## src/rtl/logic_gate_pkg.sv

```systemverilog
// logic_gate_pkg: shared encodings for the logic gate unit.
//   OP_*    : 3-bit gate select encodings
//   MODE_*  : per-beat vs accumulate mode
//   state_t : frame FSM states
package logic_gate_pkg;

  localparam logic [2:0] OP_AND   = 3'd0;
  localparam logic [2:0] OP_OR    = 3'd1;
  localparam logic [2:0] OP_NAND  = 3'd2;
  localparam logic [2:0] OP_NOR   = 3'd3;
  localparam logic [2:0] OP_XOR   = 3'd4;
  localparam logic [2:0] OP_XNOR  = 3'd5;
  localparam logic [2:0] OP_NOTA  = 3'd6;
  localparam logic [2:0] OP_PASSA = 3'd7;

  localparam logic MODE_BEAT  = 1'b0;
  localparam logic MODE_ACCUM = 1'b1;

  typedef enum logic {IDLE = 1'b0, ACCUM = 1'b1} state_t;

endpackage

```

## src/rtl/logic_gate_core.sv

```systemverilog
// logic_gate_core: combinational bitwise gate.
//   A, B : operands (WIDTH)
//   OP   : gate select (logic_gate_pkg OP_* encodings)
//   Y    : OP applied per bit to A and B
module logic_gate_core
  import logic_gate_pkg::*;
#(
  parameter int WIDTH = 8
) (
  input  logic [WIDTH-1:0] A,
  input  logic [WIDTH-1:0] B,
  input  logic [2:0]       OP,
  output logic [WIDTH-1:0] Y
);

  always_comb begin
    Y = A;
    case (OP)
      OP_AND:   Y = A & B;
      OP_OR:    Y = A | B;
      OP_NAND:  Y = ~(A & B);
      OP_NOR:   Y = ~(A | B);
      OP_XOR:   Y = A ^ B;
      OP_XNOR:  Y = ~(A ^ B);
      OP_NOTA:  Y = ~A;
      OP_PASSA: Y = A;
      default:  Y = A;
    endcase
  end

endmodule

```

## src/rtl/logic_gate_unit.sv

```systemverilog
// logic_gate_unit: bitwise gate with a single registered output and an
// optional OR-accumulate over FRAME accepted beats.
//   clk, rst           : rising-edge clock, async active-high reset
//   A, B, OP, MODE     : beat payload, qualified by in_valid
//   in_valid/in_ready  : input handshake (in_ready = !out_valid || out_ready)
//   Y/out_valid        : registered result, out_ready backpressure
//   Y_par              : XOR-reduction of Y, only with LOGIC_GATE_UNIT_PARITY_EN
// Optional feature macro: LOGIC_GATE_UNIT_PARITY_EN
module logic_gate_unit
  import logic_gate_pkg::*;
#(
  parameter int WIDTH = 8,
  parameter int FRAME = 4
) (
  input  logic             clk,
  input  logic             rst,
  input  logic [WIDTH-1:0] A,
  input  logic [WIDTH-1:0] B,
  input  logic [2:0]       OP,
  input  logic             MODE,
  input  logic             in_valid,
  output logic             in_ready,
  output logic [WIDTH-1:0] Y,
  output logic             out_valid,
  input  logic             out_ready
`ifdef LOGIC_GATE_UNIT_PARITY_EN
  ,
  output logic             Y_par
`endif
);

  localparam int CW = $clog2(FRAME + 1);
  // beat_cnt value seen while the last beat of a frame is being accepted
  localparam logic [CW-1:0] LAST_CNT = CW'(FRAME - 1);

  state_t           state_q, state_d;
  logic [WIDTH-1:0] acc_q, acc_d;
  logic [CW-1:0]    beat_cnt_q, beat_cnt_d;
  logic [2:0]       op_lat_q, op_lat_d;
  logic             mode_lat_q, mode_lat_d;
  logic [WIDTH-1:0] y_q, y_d;
  logic             out_valid_q, out_valid_d;

  logic             in_frame;
  logic             accept;
  logic [2:0]       op_sel;
  logic [WIDTH-1:0] r;

  // Inside a frame the latched OP wins over whatever is on the OP pins.
  assign in_frame = (state_q == ACCUM) && (mode_lat_q == MODE_ACCUM);
  assign op_sel   = in_frame ? op_lat_q : OP;
  assign in_ready = !out_valid_q || out_ready;
  assign accept   = in_valid && in_ready;

  logic_gate_core #(.WIDTH(WIDTH)) u_core (
    .A  (A),
    .B  (B),
    .OP (op_sel),
    .Y  (r)
  );

  always_comb begin
    state_d     = state_q;
    acc_d       = acc_q;
    beat_cnt_d  = beat_cnt_q;
    op_lat_d    = op_lat_q;
    mode_lat_d  = mode_lat_q;
    y_d         = y_q;
    out_valid_d = out_valid_q;

    // Drain first; a load below overrides this so there is no bubble.
    if (out_valid_q && out_ready) out_valid_d = 1'b0;

    if (accept) begin
      if (!in_frame) begin
        op_lat_d   = OP;
        mode_lat_d = MODE;
        if (MODE == MODE_ACCUM) begin
          acc_d      = r;
          beat_cnt_d = CW'(1);
          state_d    = ACCUM;
        end else begin
          y_d         = r;
          out_valid_d = 1'b1;
        end
      end else if (beat_cnt_q == LAST_CNT) begin
        y_d         = acc_q | r;
        out_valid_d = 1'b1;
        acc_d       = '0;
        beat_cnt_d  = '0;
        state_d     = IDLE;
      end else begin
        acc_d      = acc_q | r;
        beat_cnt_d = beat_cnt_q + CW'(1);
      end
    end
  end

  always_ff @(posedge clk or posedge rst) begin
    if (rst) begin
      state_q     <= IDLE;
      acc_q       <= '0;
      beat_cnt_q  <= '0;
      op_lat_q    <= '0;
      mode_lat_q  <= 1'b0;
      y_q         <= '0;
      out_valid_q <= 1'b0;
    end else begin
      state_q     <= state_d;
      acc_q       <= acc_d;
      beat_cnt_q  <= beat_cnt_d;
      op_lat_q    <= op_lat_d;
      mode_lat_q  <= mode_lat_d;
      y_q         <= y_d;
      out_valid_q <= out_valid_d;
    end
  end

  assign Y         = y_q;
  assign out_valid = out_valid_q;

`ifdef LOGIC_GATE_UNIT_PARITY_EN
  logic y_par_q;
  // y_d holds y_q when nothing loads, so parity always tracks Y.
  always_ff @(posedge clk or posedge rst) begin
    if (rst) y_par_q <= 1'b0;
    else     y_par_q <= ^y_d;
  end
  assign Y_par = y_par_q;
`endif

endmodule
```

## config.mk

```make
export PLATFORM = sky130hd
export DESIGN_NAME = logic_gate_unit
export DESIGN_NICKNAME = d
export VERILOG_FILES = /design/src/rtl/logic_gate_pkg.sv /design/src/rtl/logic_gate_core.sv /design/src/rtl/logic_gate_unit.sv
export SDC_FILE = /design/constraint.sdc
export NUM_CORES = 1
export LEC_CHECK = 0
export ABC_CLOCK_PERIOD_IN_PS = 2300
export CORE_AREA = 5 5 72 74
export DETAILED_ROUTE_END_ITERATION = 16
export DIE_AREA = 0 0 77 79
export GPL_ROUTABILITY_DRIVEN = 0
export PLACE_DENSITY = 0.74
export SKIP_LAST_GASP = 1
export SLEW_MARGIN = 15
export SYNTH_ARGS = -nofsm -noshare
export SYNTH_HDL_FRONTEND = slang
export SYNTH_SLANG_ARGS = --single-unit
```

## constraint.sdc

```tcl
create_clock -name clk -period 2.3 [get_ports clk]
set_input_delay 0.69 -clock clk [delete_from_list [all_inputs] [get_ports clk]]
set_output_delay 0.69 -clock clk [all_outputs]
set_load 0.005 [all_outputs]
```

=== Word level (Yosys, flattened, before mapping) ===
Cells that the tools add are included.

* Add/sub/neg operators: 1
* Equality and inequality tests: 10
* Multiplexer cells: 19
* Bitwise gates (word level): 9
* Reduce and logical (&&, ||, !) cells: 11

{| class="wikitable"
|+ Operators with widths
! kind !! number
|-
| $pmux 8 s8 || 1
|-
| $mux 8 || 6
|-
| $not 8->8 || 4
|-
| $or 8x8->8 || 2
|-
| $eq 3x3->1 const B || 4
|-
| $mux 3 || 4
|-
| $eq 3x2->1 const B || 3
|-
| $and 8x8->8 || 1
|-
| $mux 1 || 8
|-
| $xor 8x8->8 || 1
|-
| $reduce_and 3->1 || 2
|-
| $ne 2x1->1 const B || 2
|-
| $reduce_and 2->1 || 2
|-
| $add 3x1->3 const B || 1
|-
| $eq 3x1->1 const B || 1
|-
| $logic_and 1x1->1 || 3
|-
| $logic_not 3->1 || 1
|-
| $reduce_bool 2->1 || 1
|-
| $logic_not 1->1 || 1
|-
| $logic_or 1x1->1 || 1
|-
| $not 1->1 || 1
|}

* Flip-flop bits (word level): 25
* Input port bits: 24
* Output and inout bits: 10
* Logic and storage cells: 57

=== Longest topological paths before layout ===
Gate-level depths: netlist of the first run.

* Depth in word-level cells: 7
* Gate-level depth with buffers: 7
* Depth with buffers taken out: 7

=== Cells and area by module ===
Synthesis of the first run repeated with hierarchy kept, for this count alone.

* Cells, all modules: 223
* Area total of the unflattened synthesis: 2048.2 µm²

{| class="wikitable"
|+ Modules (own cells, without submodules)
! module !! instances !! cells an instance !! area an instance (µm²) !! sequential area each (µm²)
|-
| logic_gate_unit || 1 || 112 || 1248.7 || 625.6
|-
| logic_gate_core || 1 || 111 || 799.5 || 0.0
|}

=== Least setup slack after synthesis of the first run ===
OpenSTA, ideal clock, no wires.

* Path type: input to register
* From: in A[3]
* To: reg acc_q[3]
* Library setup time: 0.139 ns
* Arrival time: 1.769 ns
* Required time: 2.161 ns
* Path slack: 0.392 ns
* Stages on the path: 7
* Path buffers: 0
* Cells stage by stage: inv_1 > ha_1 > and3_1 > nand3_1 > nand3_1 > a2111oi_2 > o211ai_1

* Cells in the longest elaborated chain, start to end: 6
* Elaborated cells between the ends (all ways): 12
* Those cells by class: 4 x mux; 8 x bitwise

{| class="wikitable"
|+ RTL lines
! item !! line !! text
|-
| start: declaration || logic_gate_unit.sv:17 || <nowiki>input logic [WIDTH-1:0] A,</nowiki>
|-
| $xor 8x8->8 (tied with other cells) || logic_gate_core.sv:23, logic_gate_core.sv:24 ||
|-
| $not 8->8, on equally long branches || logic_gate_core.sv:24, logic_gate_core.sv:21, logic_gate_core.sv:22 ||
|-
| $pmux 8 s8 * || logic_gate_core.sv:18 || <nowiki>case (OP)</nowiki>
|-
| $or 8x8->8 || logic_gate_unit.sv:93 || <nowiki>acc_d = acc_q | r;</nowiki>
|-
| $mux 8 || logic_gate_unit.sv:86 || <nowiki>end else if (beat_cnt_q == LAST_CNT) begin</nowiki>
|-
| $mux 8 * || logic_gate_unit.sv:75 || <nowiki>if (!in_frame) begin</nowiki>
|-
| end signal: assignment || logic_gate_unit.sv:102 || <nowiki>acc_q <= '0;</nowiki>
|-
| end signal: assignment || logic_gate_unit.sv:110 || <nowiki>acc_q <= acc_d;</nowiki>
|-
| end: declaration || logic_gate_unit.sv:37 || <nowiki>logic [WIDTH-1:0] acc_q, acc_d;</nowiki>
|}

Mark *: on every way between the ends. The rest lies on a longest branch, timed or not. The select of a mux whose other input is x is not followed.
A chain may end at the register's enable or synchronous reset.

=== Worst setup path in the final report of the first run ===
* From: in A[1]
* To: reg acc_q[1]

The elaborated chain is that of the path after synthesis.

==> results of run 1 <==
how the worst max path moves through the flow:
| stage | start | to | slack (ns) | cells after the start |
|---|---|---|---|---|
| global route | A[3] | acc_q[3] | 0.01 | 8 |
| detailed placement | OP[0] | acc_q[1] | -0.33 | 7 |
| CTS | OP[1] | acc_q[3] | 0.04 | 7 |
| floorplan | A[3] | acc_q[3] | 0.39 | 7 |
| finish | A[1] | acc_q[1] | 0.07 | 8 |
| global placement | OP[0] | acc_q[1] | -0.33 | 7 |
registers in the layout, summed over array words and instances (netlist names):
register / cells
Y: 8
state_q: 1
acc_q: 8
op_lat_q: 3
beat_cnt_q: 3
mode_lat_q: 1
out_valid: 1
power by group through the flow:
stage                     sequential [uW]  clock [uW]  combinational [uW]
after floorplan                       758           0                1540
after global placement                871           0                2200
after detailed placement              880           0                2250
after CTS                             870         276                2280
after global routing                  918         300                2540
final                                 883         269                2320
area by class of cell:
class                           instances  area (um^2)
Fill cell                             401         1699
Multi-Input combinational cell        194         1444
Sequential cell                        25        626.9
Timing Repair Buffer                   63        573.1
Inverter                               21        78.83
Tap cell                               54        67.56
Clock buffer                            3        41.29
Clock inverter                          1        5.005
metrics by stage:
stage          cell area, um^2  cells  hold WS, ns  utilization (%)  total power, uW
2_1_floorplan             2172    250       0.4579                -             2297
3_3_place_gp              2748    357       0.4644            60.58             3075
3_5_place_dp              2748    357       0.4824            60.58             3129
4_1_cts                   2804    361       0.5050            61.82             3426
5_1_grt                   2836    361       0.5299            62.54             3761
6_report                  2836    361       0.4895            62.54             3475
metal layers:
metal  share of wire, %  track usage [%]
met2                 46            31.66
met3                6.4            2.721
met1                 46            28.62
met5                  0                0
met4                1.0            4.467
repair_timing:
item | 4_1_cts | 5_1_grt
resized for setup | 3 | 8
pin swaps | 0 | 4
setup endpoints to repair | 3 | 13
kinds of logic (layout without fill, tap and decap cells):
family	count (synthesis)	in the layout
mux	8	8
simple gates	66	66
xor+xnor	4	4
fa+ha+maj	17	17
buf+inv	31	88
flops	25	25
compound gates	99	99
worst reg2reg max path, stage by stage (launching register included):
cell and delay (ns):
dfrtp_1 0.70, nand2_4 0.18, a31oi_2 0.29, o22ai_1 0.17, a2111oi_4 0.42, buf_4 0.18
o22ai_1 0.05
cells in the final DEF, fill, tap and decap left out, types with 3 or more instances in the layout:
master,count
o21ai_1,3
ha_1,16
a211oi_1,11
xnor2_1,3
nand3_1,8
dlymetal6s2s_1,3
nor3_1,4
a22o_1,6
buf_4,29
o21ai_0,20
a31oi_1,7
nor2_1,19
mux2_2,4
a211oi_2,4
mux2i_1,3
nand2b_1,3
a21oi_1,17
and3_1,4
clkbuf_8,3
nand2_1,11
o22ai_1,6
inv_1,21
clkdlybuf4s50_1,28
dfrtp_1,24
==> qor.txt, run 1 <==
Avg Inst Size Synth: 8.688 um^2
Max-Cap Viols: 0
Logic pwr share: 66.9%
DRT Wirelength: 5840 um
Die W: 77 um
RSZ-0062 raised after global routing: true
Worst slack at placement: -0.3259 ns
DRC: 0
Row Count: 25
Worst hold path startpoint: Y[1]
Worst Reg-to-Reg Cells: 6
Synth warn: 0
H-tree lvl count: 1
Mux share of post-synthesis cell area: 4.147%
Crit path max-delay family: compound AO/OA/AOI/OAI gates
CTS Buf Count: 3
Root Buffer: clkbuf_8
Critical R2R Capture: acc_q[1]
Sequential share of the synthesized area: 28.80%
Final Max Tran Viols: 0
CP max FO: 3
Min cycle time layout: 2.229 ns
Post-synth EDFFs: 0
Vias in the first global route: 2,045
Num Clock Sinks: 25
Post-CTS setup buffers: 0
Cells after Synth: 250
1st-iter DRT viols: 210
Post-synth top area cell: dfrtp_1
CTS tree: done
Synth Area in Simple Gates: 17.05%
Initial Util: 47.89%
Top cell type's share of synthesized area: 28.80%
Worst Setup Path Type: in -> reg
Main combinational cell family by area after synthesis: compound AO/OA/AOI/OAI gates
ANT nets after route: 0
Setup violators final: 0
Psw: 1572 uW
GR Overflow Total: 0
Start of the worst register-to-register path: state_q
Sw Ratio: 45.24%
Final worst setup slack: 0.07134 ns
Post-synth top cells: 25 x dfrtp_1, 21 x inv_1, 20 x o21ai_0
Max_slew headroom: 62.94%
Dominant synthesized flop cell: dfrtp_1
Setup TNS: 0 ns
Largest cells by area after synthesis: dfrtp_1 29%, ha_1 9.8%, o21ai_0 4.6%
IO buf count: 33
Pin count of the biggest net entering global routing: 26
CP max-delay cell: clkdlybuf4s50_1
Reg power frac: 25.4%
Hold depth: 2
Crit path arrival time: 2.39 ns
Clock latency on the worst-skew pair: 0.27 ns
Slew of the pin with the lowest slew margin: 0.5559 ns
Leak Pwr: 0.001273 uW
Peak Freq: 448.7 MHz
Power share of the clock group: 7.7%
Status: completed
DR vias: 2,157
CP endpoint kind: register
Post-DP HPWL: 4565 um
Share of cells above drive strength 1: 19.22%
WL per Instance: 16.18 um
Final Hold Viols: 0
Die area: 6083 um^2
DIE HEIGHT: 79 um
Required time worst endpoint: 2.46 ns
Final Net Count: 349
Post-synth ARST share: 100.0%
Internal power: 1903 uW
Worst-path cell chain: clkdlybuf4s50_1, ha_2, xnor2_1, o31ai_1, a22o_1, a2111oi_4, buf_4, o22ai_1
Worst-path clk slew: 0.09 ns
Hold Buf Count CTS: 0
GRT Util Overall: 19.87%
Ports: 34
CP Buf/Inv Count: 2
Area grow syn2layout: 30.59%
CP Launch Type: input port
Synth Area in XOR/XNOR: 1.613%
Largest stage delay on the critical path: 0.50 ns
Ant diodes: 0
Internal reg-to-reg setup slack: 0.19 ns
Register bit total from synthesis: 25
Library cells used by synthesis: 55
Post-synthesis net count: 291
Synth Area in Compound Gates: 32.20%
Core area: 4536 um^2
Detailed Routing Iterations Pass 1: 4
Power Density: 1225 nW/um^2
Post-Synth Adder-Cell Area: 9.793%
Hold Path Class: reg -> reg
Post-route clock period utilization: 96.90%
Clock buffer depth: 2
Initial antenna violation count: 0
Via density: 5.975
Hold endpoint: Y[1]
Most frequent cell after synthesis: dfrtp_1
Final Skew: 0.003259 ns
Worst VDD drop: 528.7 uV
Area of the mapped netlist: 2172 um^2
First-pass GRT wire length: 10,030 um
(Power assumes the default switching activity.)
==> inputs of run 2 (changes only) <==
- CTS_CLUSTER_SIZE: unset -> 30
- SLEW_MARGIN: 15 -> unset
==> results of run 2 <==
Final layout, timing and power as in run 1 (identical DEF).
==> inputs of run 3 (changes only) <==
- ABC_CLOCK_PERIOD_IN_PS: 2300 -> 1800
- CORE_AREA: 5 5 72 74 -> 5 5 73 75
- DIE_AREA: 0 0 77 79 -> 0 0 78 80
- GPL_TIMING_DRIVEN: unset -> 0
- PLACE_DENSITY: 0.74 -> 0.75
- clock period: 2.3 -> 1.8 ns (I/O delays scaled with it)
==> qor.txt, run 3 (synthesized netlist as in run 1, its figures left out) <==
GRT Util Overall: 20.30% (was 19.87%)
CP Buf/Inv Count: 2 (unchanged)
Pin count of the biggest net entering global routing: 26 (unchanged)
Clock buffer depth: 2 (unchanged)
Via density: 6.320 (was 5.975)
Area grow syn2layout: 41.82% (was 30.59%)
Die area: 6240 um^2 (was 6083 um^2)
Vias in the first global route: 2,077 (was 2,045)
Root Buffer: clkbuf_8 (unchanged)
Filler instances: 354 (was 401)
CP Launch Type: register (was input port)
Max-Cap Viols: 0 (unchanged)
Final worst setup slack: -0.06650 ns (was 0.07134 ns)
Final Instance Area: 3080 um^2 (was 2836 um^2)
Commonest cells after routing, fill and taps aside: 25 x dfrtp_1, 22 x clkdlybuf4s50_1, 20 x inv_1, 18 x o21ai_0, 15 x nor2_1 (was 29 x buf_4, 28 x clkdlybuf4s50_1, 24 x dfrtp_1, 21 x inv_1, 20 x o21ai_0)
DRC: 0 (unchanged)
CP endpoint kind: register (unchanged)
Failing checks: negative setup slack
DRT Wirelength: 6821 um (was 5840 um)
Peak Freq: 535.8 MHz
1st-iter DRT viols: 207 (was 210)
Crit path max-delay family: compound AO/OA/AOI/OAI gates (unchanged)
Core area: 4598 um^2 (was 4536 um^2)
Power Density: 1681 nW/um^2 (was 1225 nW/um^2)
WL per Instance: 19.16 um (was 16.18 um)
Setup violators final: 3 (was 0)
Most common cell after layout, fill and taps aside: dfrtp_1 (was buf_4)
Detailed Routing Iterations Pass 1: 5 (was 4)
CP max-delay cell: dfrtp_1 (was clkdlybuf4s50_1)
Post-DP HPWL: 4487 um (was 4565 um)
IO buf count: 33 (unchanged)
Leak Pwr: 0.001305 uW (was 0.001273 uW)
Crit path arrival time: 2.02 ns (was 2.39 ns)
Worst VDD drop: 862.5 uV (was 528.7 uV)
Share of cells above drive strength 1: 31.13% (was 19.22%)
Die W: 78 um (was 77 um)
CTS tree: done (unchanged)
Ports: 34 (unchanged)
Num Clock Sinks: 25 (unchanged)
First-pass GRT wire length: 10,310 um (was 10,030 um)
H-tree lvl count: 1 (unchanged)
Status: finished, violations left (was completed)
ANT nets after route: 0 (unchanged)
Final Hold Viols: 0 (unchanged)
Max_slew headroom: 33.54% (was 62.94%)
Post-route clock period utilization: 103.7%
Row Count: 25 (unchanged)
Design Power: 5177 uW (was 3475 uW)
Ant diodes: 0 (unchanged)
Slew of the pin with the lowest slew margin: 0.9958 ns (was 0.5559 ns)
Hold Slack: 0.5018 ns (was 0.4895 ns)
DIE HEIGHT: 80 um (was 79 um)
CP max FO: 6 (was 3)
Initial antenna violation count: 0 (unchanged)
CTS Buf Count: 3 (unchanged)
Required time worst endpoint: 1.96 ns (was 2.46 ns)
Worst slack at placement: -0.7691 ns (was -0.3259 ns)
Setup TNS: -0.1228 ns (was 0 ns)
Final Skew: 0.004240 ns (was 0.003259 ns)
Worst-path clk slew: 0.10 ns (was 0.09 ns)
Min cycle time layout: 1.866 ns
Worst Setup Path Type: reg -> reg (was in -> reg)
Initial Util: 47.24% (was 47.89%)
Largest stage delay on the critical path: 0.42 ns (was 0.50 ns)
GR Overflow Total: 0 (unchanged)
Final Max Tran Viols: 0 (unchanged)
Hold Buf Count CTS: 0 (unchanged)
Clock latency on the worst-skew pair: 0.28 ns (was 0.27 ns)
DR vias: 2,250 (was 2,157)
Internal reg-to-reg setup slack: -0.07 ns (was 0.19 ns)
Worst-path cell chain: buf_6, buf_8, and4b_1, a21oi_2, o22ai_2, a2111oi_4, o22ai_1 (was clkdlybuf4s50_1, ha_2, xnor2_1, o31ai_1, a22o_1, a2111oi_4, buf_4, o22ai_1)
Final Net Count: 344 (was 349)
Placed Area: 2570 um^2 (was 2748 um^2)
RSZ-0062 raised after global routing: true (unchanged)
Hold Path Class: reg -> reg (unchanged)
## run 3: cell types whose count changed in the layout (fill, tap and decap cells not counted), sizes merged
cell | before | now
buf | 30 | 23
clkdlybuf4s15 | 0 | 3
dlymetal6s2s | 3 | 0
dlygate4sd2 | 2 | 6
clkdlybuf4s50 | 28 | 22
clkbuf | 3 | 7
## run 3: timing repair
item,CTS,global route
cloned,0,0
resized for setup,44,49
setup endpoints to repair,22,16
buffers inserted,6,10
pin swaps,14,28
## run 3: report_power, final
part           internal (uW)  leakage, uW  switching [uW]
Combinational           1760     0.000992            2070
Sequential               825     0.000288             161
Clock                    156    0.0000255             203
Total                   2740      0.00130            2430
## run 3: final timing paths
kind                            depth (start not counted)   endpoint    start
worst min-delay path                                    2       Y[1]     Y[1]
worst min register to register                          2       Y[1]     Y[1]
worst max register to register                          7   acc_q[1]  state_q
min in group asynchronous                               2  out_valid      rst
worst max-delay path                                    7   acc_q[1]  state_q
max in group asynchronous                               2       Y[2]      rst
## run 3: per-layer routing
layer | up-vias | wire (um) | track usage [%]
met1 | 1086 | 2888 | 26.90
met2 | 105 | 3372 | 33.22
met5 | - | 0 | 0
li1 | 1042 | - | -
met3 | 17 | 426 | 2.483
met4 | 0 | 134 | 8.615
## run 3: per-stage QoR
stage	util, %	std cells
final	66.99	356
after detailed placement	55.89	337
after floorplan	-	250
after global routing	66.99	356
after global placement	55.89	337
after CTS	60.93	346
## run 3: cell type report
cell class	count	area [um^2]	area share [%]
Buffer	9	71.32	2.315
Inverter	21	78.83	2.559
Tap cell	54	67.56	2.193
Multi-Input combinational cell	194	1713	55.61
Clock inverter	1	5.005	0.1625
Clock buffer	3	41.29	1.340
Sequential cell	25	625.6	20.31
Timing Repair Buffer	49	478.0	15.52
## run 3: worst min-delay path, cell delays in order, from the launching register on
cell and delay [ns]:
dfrtp_1 0.36, nand2_1 0.05, o21ai_1 0.06
